[config.mk]
export PLATFORM = sky130hd
export DESIGN_NAME = ir_nec_rx
export DESIGN_NICKNAME = d
export VERILOG_FILES = /design/src/rtl/ir_nec_pkg.sv /design/src/rtl/ir_pulse_timer.sv /design/src/rtl/ir_nec_rx.sv
export SDC_FILE = /design/constraint.sdc
export NUM_CORES = 1
export LEC_CHECK = 0
export CAP_MARGIN = 10
export CORE_MARGIN = 5
export CORE_UTILIZATION = 45
export DETAILED_ROUTE_END_ITERATION = 16
export GPL_TIMING_DRIVEN = 0
export PLACE_DENSITY_LB_ADDON = 0.15
export SYNTH_ARGS = -nofsm -noshare
export SYNTH_HDL_FRONTEND = slang
export SYNTH_SLANG_ARGS = --single-unit
[constraint.sdc]
create_clock -name Clk -period 2.39 [get_ports Clk]
set_input_delay 0.239 -clock Clk [delete_from_list [all_inputs] [get_ports Clk]]
set_output_delay 0.239 -clock Clk [all_outputs]
set_load 0.02 [all_outputs]
[src/rtl/ir_nec_pkg.sv]
// Shared types and constants for the NEC infrared receiver.
package ir_nec_pkg;

    // Receiver FSM states
    typedef enum logic [2:0] {
        StIdle,
        StLeadL,
        StLeadH,
        StBitL,
        StBitH
    } nec_state_e;

    // Width counter is 14 bits and saturates at its maximum (16383 us)
    localparam int unsigned WidthW = 14;

    // Nominal phase widths in microseconds
    localparam int unsigned LeadLowUs    = 9000;
    localparam int unsigned LeadHighUs   = 4500;
    localparam int unsigned RepeatHighUs = 2250;
    localparam int unsigned BitLowUs     = 560;
    localparam int unsigned Bit0HighUs   = 560;
    localparam int unsigned Bit1HighUs   = 1690;

    // True when width lies inside [nom*(100-tol)/100, nom*(100+tol)/100]
    function automatic logic in_win(input logic [WidthW-1:0] width,
                                    input int unsigned       nom,
                                    input int unsigned       tol);
        logic [WidthW-1:0] lo;
        logic [WidthW-1:0] hi;
        lo = WidthW'(nom * (100 - tol) / 100);
        hi = WidthW'(nom * (100 + tol) / 100);
        return (width >= lo) && (width <= hi);
    endfunction

endpackage

[src/rtl/ir_pulse_timer.sv]
// Synchronises the raw IR line, detects edges and measures each phase in microseconds.
// rise_o/fall_o pulse one cycle after the synchronised edge; width_o holds the length of the
// phase that just ended. sat_o is high while the running counter sits at its maximum.
module ir_pulse_timer
    import ir_nec_pkg::*;
#(
    parameter int unsigned CLK_FREQ_HZ = 50_000_000,
    parameter int unsigned SYNC_STAGES = 2
) (
    input  logic              Clk,
    input  logic              Rst_n,
    input  logic              iIR,
    output logic              rise_o,
    output logic              fall_o,
    output logic [WidthW-1:0] width_o,
    output logic              sat_o
);

    localparam int unsigned Div  = CLK_FREQ_HZ / 1_000_000;
    localparam int unsigned PreW = (Div > 1) ? $clog2(Div) : 1;

    logic [SYNC_STAGES-1:0] sync_q;
    logic                   prev_q;
    logic                   level;
    logic                   edge_det;
    logic                   tick;
    logic [PreW-1:0]        pre_q;
    logic [WidthW-1:0]      cnt_q;
    logic                   rise_q;
    logic                   fall_q;
    logic [WidthW-1:0]      width_q;

    assign level    = sync_q[SYNC_STAGES-1];
    assign edge_det = level ^ prev_q;
    assign tick     = (pre_q == PreW'(Div - 1)) && !edge_det;

    // Synchroniser and previous-level register; reset to idle-high so reset makes no edge
    always_ff @(posedge Clk or negedge Rst_n) begin
        if (!Rst_n) begin
            sync_q <= '1;
            prev_q <= 1'b1;
        end else begin
            sync_q <= {sync_q[SYNC_STAGES-2:0], iIR};
            prev_q <= level;
        end
    end

    // 1 us prescaler and saturating width counter, both restarted on every edge
    always_ff @(posedge Clk or negedge Rst_n) begin
        if (!Rst_n) begin
            pre_q <= '0;
            cnt_q <= '0;
        end else if (edge_det) begin
            pre_q <= '0;
            cnt_q <= '0;
        end else begin
            pre_q <= (pre_q == PreW'(Div - 1)) ? '0 : pre_q + 1'b1;
            if (tick && (cnt_q != '1)) begin
                cnt_q <= cnt_q + 1'b1;
            end
        end
    end

    // Registered edge strobes with the width of the phase that just ended
    always_ff @(posedge Clk or negedge Rst_n) begin
        if (!Rst_n) begin
            rise_q  <= 1'b0;
            fall_q  <= 1'b0;
            width_q <= '0;
        end else begin
            rise_q <= edge_det & level;
            fall_q <= edge_det & ~level;
            if (edge_det) begin
                width_q <= cnt_q;
            end
        end
    end

    assign rise_o  = rise_q;
    assign fall_o  = fall_q;
    assign width_o = width_q;
    assign sat_o   = (cnt_q == '1);

endmodule

[src/rtl/ir_nec_rx.sv]
// NEC infrared frame receiver: lead-in check, LSB-first bit decode, data/inverse validation.
// Optional feature macro: IR_REPEAT_EN (recognise NEC repeat codes on Repeat_Flag).
module ir_nec_rx
    import ir_nec_pkg::*;
#(
    parameter int unsigned CLK_FREQ_HZ = 50_000_000,
    parameter int unsigned TOL_PCT     = 20,
    parameter int unsigned ADDR_W      = 16,
    parameter int unsigned DATA_W      = 8,
    parameter int unsigned SYNC_STAGES = 2
) (
    input  logic              Clk,
    input  logic              Rst_n,
    input  logic              iIR,
    output logic [ADDR_W-1:0] irAddr,
    output logic [DATA_W-1:0] irData,
    output logic              Get_Flag,
    output logic              Err_Flag,
    output logic              Repeat_Flag
);

    localparam int unsigned FrameBits = ADDR_W + 2 * DATA_W;
    localparam int unsigned CntW      = $clog2(FrameBits + 1);

    logic              rise;
    logic              fall;
    logic              sat;
    logic [WidthW-1:0] width;

    nec_state_e           state_q, state_d;
    logic [CntW-1:0]      bits_q, bits_d;
    logic [FrameBits-1:0] sr_q, sr_d;
    logic [ADDR_W-1:0]    addr_q, addr_d;
    logic [DATA_W-1:0]    data_q, data_d;
    logic                 get_q, get_d;
    logic                 err_q, err_d;
`ifdef IR_REPEAT_EN
    logic                 rep_q, rep_d;
    logic                 have_q, have_d;
`endif

    ir_pulse_timer #(
        .CLK_FREQ_HZ (CLK_FREQ_HZ),
        .SYNC_STAGES (SYNC_STAGES)
    ) u_timer (
        .Clk     (Clk),
        .Rst_n   (Rst_n),
        .iIR     (iIR),
        .rise_o  (rise),
        .fall_o  (fall),
        .width_o (width),
        .sat_o   (sat)
    );

    // Next-state logic: phase width classification, bit shifting and frame completion
    always_comb begin
        state_d = state_q;
        bits_d  = bits_q;
        sr_d    = sr_q;
        addr_d  = addr_q;
        data_d  = data_q;
        get_d   = 1'b0;
        err_d   = 1'b0;
`ifdef IR_REPEAT_EN
        rep_d   = 1'b0;
        have_d  = have_q;
`endif
        if ((state_q != StIdle) && sat) begin
            // Line stuck mid-frame
            err_d   = 1'b1;
            state_d = StIdle;
        end else begin
            unique case (state_q)
                StIdle: begin
                    if (fall) state_d = StLeadL;
                end
                StLeadL: begin
                    // A short or long first low is treated as noise, no flag
                    if (rise) state_d = in_win(width, LeadLowUs, TOL_PCT) ? StLeadH : StIdle;
                end
                StLeadH: begin
                    if (fall) begin
                        state_d = StIdle;
                        if (in_win(width, LeadHighUs, TOL_PCT)) begin
                            state_d = StBitL;
                            bits_d  = '0;
                        end else if (in_win(width, RepeatHighUs, TOL_PCT)) begin
`ifdef IR_REPEAT_EN
                            rep_d = have_q;
`else
                            err_d = 1'b1;
`endif
                        end else begin
                            err_d = 1'b1;
                        end
                    end
                end
                StBitL: begin
                    if (rise) begin
                        if (in_win(width, BitLowUs, TOL_PCT)) begin
                            state_d = StBitH;
                        end else begin
                            err_d   = 1'b1;
                            state_d = StIdle;
                        end
                    end
                end
                StBitH: begin
                    if (fall) begin
                        if (in_win(width, Bit0HighUs, TOL_PCT) ||
                            in_win(width, Bit1HighUs, TOL_PCT)) begin
                            // LSB-first: new bit enters at the top and walks down
                            sr_d   = {in_win(width, Bit1HighUs, TOL_PCT), sr_q[FrameBits-1:1]};
                            bits_d = bits_q + 1'b1;
                            if (bits_d == CntW'(FrameBits)) begin
                                state_d = StIdle;
                                if (sr_d[ADDR_W +: DATA_W] == ~sr_d[ADDR_W+DATA_W +: DATA_W]) begin
                                    addr_d = sr_d[ADDR_W-1:0];
                                    data_d = sr_d[ADDR_W +: DATA_W];
                                    get_d  = 1'b1;
`ifdef IR_REPEAT_EN
                                    have_d = 1'b1;
`endif
                                end else begin
                                    err_d = 1'b1;
                                end
                            end else begin
                                state_d = StBitL;
                            end
                        end else begin
                            err_d   = 1'b1;
                            state_d = StIdle;
                        end
                    end
                end
                default: state_d = StIdle;
            endcase
        end
    end

    // State, shift register, result and flag registers
    always_ff @(posedge Clk or negedge Rst_n) begin
        if (!Rst_n) begin
            state_q <= StIdle;
            bits_q  <= '0;
            sr_q    <= '0;
            addr_q  <= '0;
            data_q  <= '0;
            get_q   <= 1'b0;
            err_q   <= 1'b0;
`ifdef IR_REPEAT_EN
            rep_q   <= 1'b0;
            have_q  <= 1'b0;
`endif
        end else begin
            state_q <= state_d;
            bits_q  <= bits_d;
            sr_q    <= sr_d;
            addr_q  <= addr_d;
            data_q  <= data_d;
            get_q   <= get_d;
            err_q   <= err_d;
`ifdef IR_REPEAT_EN
            rep_q   <= rep_d;
            have_q  <= have_d;
`endif
        end
    end

    assign irAddr   = addr_q;
    assign irData   = data_q;
    assign Get_Flag = get_q;
    assign Err_Flag = err_q;
`ifdef IR_REPEAT_EN
    assign Repeat_Flag = rep_q;
`else
    assign Repeat_Flag = 1'b0;
`endif

endmodule

**Yosys cells after proc, flatten, opt, wreduce, memory -nomap -nowiden**

Cells that the tools add are included.

- Bits in latches: 0
- RAM bits: 0
- Register bits: 106
- ROM bits: 0
- Word-level logic and storage cells: 103
- Output and inout port bits: 27
- Bits of input ports: 3
- Memories kept: 0

- Order comparisons: 8
- Reduce and logical (&&, ||, !) cells: 17
- $mul: 0
- Shifts and indexed selects: 0
- Muxes and demuxes: 37
- Equality and inequality tests: 18
- $add $sub $neg: 3
- Bitwise operators: 6
- Div/mod/pow operators: 0

Operators by type and width:

| operator | count |
|---|---|
| $mux 6 | 6 |
| $mux 14 | 2 |
| $mux 3 | 8 |
| $mux 1 | 15 |
| $ne 3x2->1 const B | 5 |
| $pmux 3 s5 | 1 |
| $add 14x1->14 const B | 1 |
| $eq 14x14->1 const B | 1 |
| $ge 14x11->1 const B | 1 |
| $ge 14x12->1 const B | 1 |
| $ge 14x13->1 const B | 1 |
| $ge 14x9->1 const B | 1 |
| $le 14x10->1 const B | 1 |
| $le 14x11->1 const B | 1 |
| $le 14x13->1 const B | 1 |
| $le 14x14->1 const B | 1 |
| $ne 14x14->1 const B | 1 |
| $add 6x1->6 const B | 2 |
| $eq 6x6->1 const B | 2 |
| $pmux 6 s2 | 1 |
| $reduce_and 6->1 | 2 |
| $eq 8x8->1 | 1 |
| $not 8->8 | 1 |
| $logic_and 1x1->1 | 7 |
| 17 further kinds | 25 |

**Longest topological paths before layout**

- Depth after elaboration: 10
- Depth in mapped cells: 8
- Gate-level depth less buffers: 7

**Modules after synthesis**

Synthesis repeated with hierarchy kept, for this count alone.

- Cell total of the unflattened synthesis: 397
- Area total of the unflattened synthesis: 4,907.2 um2

By module, submodules not included:

| module | area each (um2) | times used | cells each |
|---|---|---|---|
| ir_nec_rx | 3,093.0 | 1 | 241 |
| ir_pulse_timer | 1,814.2 | 1 | 156 |

**Worst setup path after synthesis**

OpenSTA, ideal clock, no wires.

- Path kind: reg2reg
- Start point: register u_timer.width_q[0], in the netlist u_timer.width_o[0]
- End point: register addr_q[0], in the netlist irAddr[0]
- Path buffers: 1
- Arrival: 2,306 ps
- Library setup time: 125 ps
- Cell stages (with the launch flop): 8
- Period minus slack after synthesis: 2,431 ps
- Slack: -41 ps
- Cells stage by stage: dfrtp_1 nor4_4 nand4_2 a311oi_4 mux2i_2 nor4b_4 buf_6 mux2_4

- Cells in the longest elaborated chain, start to end: 5

Ends and longest elaborated chain:

| what | RTL line | RTL |
|---|---|---|
| from (decl) | ir_pulse_timer.sv:31 | `logic [WidthW-1:0] width_q;` |
| from (signal assigned) | ir_pulse_timer.sv:74 | `width_q <= cnt_q;` |
| $ge 14x11->1 or $le 14x11->1 (tied branches) | ir_nec_pkg.sv:32 | `return (width >= lo) && (width <= hi);` |
| $logic_and 1x1->1 | ir_nec_pkg.sv:32 |  |
| $not 8->8 | ir_nec_rx.sv:117 | `if (sr_d[ADDR_W +: DATA_W] == ~sr_d[ADDR_W+DATA_W +: DATA_W]) begin` |
| $eq 8x8->1 | ir_nec_rx.sv:117 |  |
| $reduce_and 6->1 (no line) (*) | n/a |  |
| to (signal assigned) | ir_nec_rx.sv:159 | `addr_q <= addr_d;` |
| to (decl) | ir_nec_rx.sv:33 | `logic [ADDR_W-1:0] addr_q, addr_d;` |

Mark *: on every way between the ends. The rest lies on a longest branch, timed or not.
A chain may end at the register's enable or synchronous reset.

**Worst setup path after layout**

- Start point: register u_timer.width_q[0], in the netlist u_timer.width_o[0]
- End point: register sr_q[16]

- Cells in the longest elaborated chain, start to end: 4

Ends and longest elaborated chain:

| what | RTL line | RTL |
|---|---|---|
| $ge 14x9->1 (tied with other cells) | ir_nec_pkg.sv:32 |  |
| $logic_and 1x1->1 | ir_nec_pkg.sv:32 |  |
| $logic_or 1x1->1 (*) | ir_nec_rx.sv:110 | `if (in_win(width, Bit0HighUs, TOL_PCT) \|\|` |
| $reduce_and 4->1 (no line) (*) | n/a |  |
| to (signal assigned) | ir_nec_rx.sv:158 | `sr_q <= sr_d;` |
| to (decl) | ir_nec_rx.sv:32 | `logic [FrameBits-1:0] sr_q, sr_d;` |

Marks and branches as above.

==> results.md <==
* Status: complete, but fails checks
* Failing checks: setup timing
* Gr busiest metal: met2
* Post-synthesis cell type count at 65
* Clock-pin slew on the worst setup and hold paths at 0.11 ns
* Clk pwr share at between 30% and 40%
* DR WL/cell at 15.3 um
* Synthesized net count at 389
* Kind of launch point of the worst setup path: flop
* Drt pass-1 iters at 4
* Most frequent cells in the layout: 102 x dfrtp_1, 45 x mux2_2, 27 x clkdlybuf4s50_1
* Hold Path End: u_timer.sync_q[0]
* P_sw at a little under 0.8 mW
* Pwr dens at 533 nW/um^2
* Share of cells above drive strength 1 at just under 30%
* Most common cell after layout, fill and taps aside: dfrtp_1
* Average cell area after synthesis at 12.9 um^2
* H-tree levels at 3
* # clock sinks at 105
* Sequential fraction of the synthesis area at 53.7%
* Leakage at 2.63 nW
* FF+latch count, synth at 105
* Vias at between 3000 and 4000
* IO Pins at 30
* Die height at 114 um
* Post-synth EDFFs at 0
* Filler cells at 950
* Reg2Reg Setup Slack at -0.02 ns
* RR Startpoint: u_timer.width_o[0]
* M3 GR Usage at 3.22%
* Routability congestion estimate at 0.780
* Max_slew headroom at 59.0%
* Cells after Synth at 380
* Die Area at 13100 um^2
* Global-route wire length before repair at 15.6 mm
* Critical path class: reg2reg
* Row cnt at 38
* Ys flop type: dfrtp_1
* # nets final at between 400 and 500
* Period utilisation layout at 101%
* Hpwl dp at roughly 6.2 mm
* Max Slew Vio Count at 0
* Setup_tns at -0.148 ns
* Vias in the first global route at 3213
* Share of power burned in registers at 59.9%
* Worst min path class: in2reg
* GRT Total Usage at 14.7%
* Global routing usage on met2 at about a quarter
* M1 GR Usage at 19.2%
* Max VDD drop at 361 uV
* Worst-skew pair later-pin latency at 0.37 ns
* Drt via density at 5.27
* Root Driver: clkbuf_8
* Crit. End Element: flop
* RR Endpoint: sr_q[16]
* Worst-case clock buffer depth at 2
* CTS tree: yes
* Drt initial violations at around 200
* Hold Path Cell Cnt at 1
* Layout area overhead at 16.6%
* Inserted Diodes at 0
* Min-delay src: iIR
* Remaining antenna violation count at 0
* Largest net degree at the start of global routing at 72
* Async set-reset flop share out of synthesis at 100%
* Min Tclk post-route at 2.41 ns
* Worst-path fanout max at 10
* P_int at 2.27 mW
* Initial antenna violation count at 0
* Slew @ Worst Pin at 0.610 ns
* Initial Util at 45.6%
* Worst Reg-to-Reg Cells at 7
* DRC violations left at 0
* Req. time, crit path at 2.64 ns
* Logic pwr share at 4.6%
* Total gr overflow at 0
* Synthesis Warnings at 0
* Critical Path AT at 2.65 ns
* Setup slack after layout at -0.0162 ns
* Setup violators final at 14
* TritonCTS buffer count at 9
* Max Cap Viol at 0
* Core area at between 10000 and 15000 um^2
* Synthesized cell area at 4900 um^2
* Total power at 3.05 mW
* Unrepaired setup endpoints after global routing: yes
* Die X at ~110 um
* Clock skew at around 0.021 ns
* FMAX at 416 MHz
* Switch share at 25.6%
* Final hold vios at 0
* DRT Wirelength at 8.80 mm
* Port Buffers at 28
==> timing repair <==
item	4_1_cts	5_1_grt
cloned	1	0
resized for setup	6	17
setup endpoints to repair	67	47
hold buffers	1	0
endpoints found under the hold margin	34	0
pin swaps	5	5
buffers inserted	5	2
==> layer usage <==
| metal | wire length, um | share of wire [%] | vias to the layer above |
|---|---|---|---|
| li1 | - | - | 1469 |
| met1 | 4230 | 48 | 1514 |
| met2 | 4270 | 49 | 38 |
| met3 | 237 | 2.7 | 5 |
| met4 | 55 | 0.63 | 0 |
| met5 | 0 | 0 | - |
==> registers in the layout (all words and copies together), names as in the netlist <==
name,cells
Err_Flag,1
Get_Flag,1
bits_q,6
irAddr,16
irData,8
sr_q,31
state_q,3
u_timer.cnt_q,14
u_timer.fall_o,1
u_timer.pre_q,6
u_timer.prev_q,1
u_timer.rise_o,1
u_timer.sync_q,2
u_timer.width_o,14
==> cell type report <==
class | count | area (um^2) | share of cell area (%)
Sequential cell | 105 | 2630 | 46.0
Multi-Input combinational cell | 253 | 2190 | 38.3
Timing Repair Buffer | 38 | 383 | 6.70
Tap cell | 140 | 175 | 3.06
Clock buffer | 9 | 124 | 2.17
Buffer | 16 | 119 | 2.08
Clock inverter | 7 | 72.6 | 1.27
Inverter | 6 | 22.5 | 0.394
==> cells in the mapped netlist (all sizes together) (3+ instances only) <==
library cell  instances  area, um^2
inv                   6        22.5
clkbuf                5        18.8
buf                  11        82.6
a31oi                 8        50.1
dfstp                 3        78.8
a211oi                3        22.5
nand2b                4        35.0
nor2b                 3        18.8
and3                  4        25.0
nand4                10        68.8
a21o                  4        30.0
o21ai                11        55.1
nor3                  6        35.0
xnor2                15         131
nand2                14        52.6
mux2                 69         848
dfrtp               102        2550
nor2                 14        52.6
xor2                  9        78.8
o311ai                3        26.3
nand3                11        55.1
a21oi                 7        38.8
ha                    6        75.1
nor4                  6        52.6
and2                 13        82.6
==> metrics by stage <==
stage	utilization (%)	instances	instance area (um^2)	hold WS, ns	setup WS, ns
after floorplan	-	380	4900	-0.0566	0.00116
after global placement	49.9	548	5360	0.348	-2.91
after detailed placement	50.1	549	5380	0.225	-0.427
after CTS	52.6	572	5660	0.274	0.00782
after global routing	53.2	574	5720	0.254	-0.145
final	53.2	574	5720	0.284	-0.0162
==> power by group through the flow <==
stage	Clock (mW)	Combinational (mW)	Sequential (mW)
after detailed placement	0	0.144	1.86
after floorplan	0	0.0825	1.85
after global placement	0	0.136	1.86
after CTS	1.11	0.146	1.83
final	1.08	0.142	1.83
after global routing	1.19	0.162	1.83
==> critical path, cell delays in order, from the launching register on <==
cell and delay, ns:
dfrtp_1 0.44, nor4_4 0.34, nand4_2 0.18, buf_4 0.17, a311o_2 0.41, a21oi_4 0.19
buf_4 0.22, mux2_2 0.35
==> logic make-up after synthesis <==
group / after synthesis / share of synthesized area (%)
xor+xnor: 24 / 4.29
other cells: 1 / 0.0765
flops: 105 / 53.7
compound gates: 52 / 7.66
fa+ha+maj: 7 / 1.74
mux: 70 / 17.6
buf+inv: 22 / 2.53
simple gates: 99 / 12.5
==> how the worst max path moves through the flow <==
stage | start | endpoint | slack [ns] | cells after the start
after detailed placement | u_timer.width_o[8] | irAddr[4] | -0.43 | 8
after floorplan | u_timer.width_o[0] | irAddr[0] | 0.001 | 7
after CTS | u_timer.width_o[1] | irData[4] | 0.008 | 8
after global routing | u_timer.width_o[0] | irData[7] | -0.15 | 8
after global placement | Rst_n | u_timer.fall_o | -2.91 | 1
final | u_timer.width_o[0] | sr_q[16] | -0.02 | 7
No activity file was read; power rests on OpenSTA's default activity.
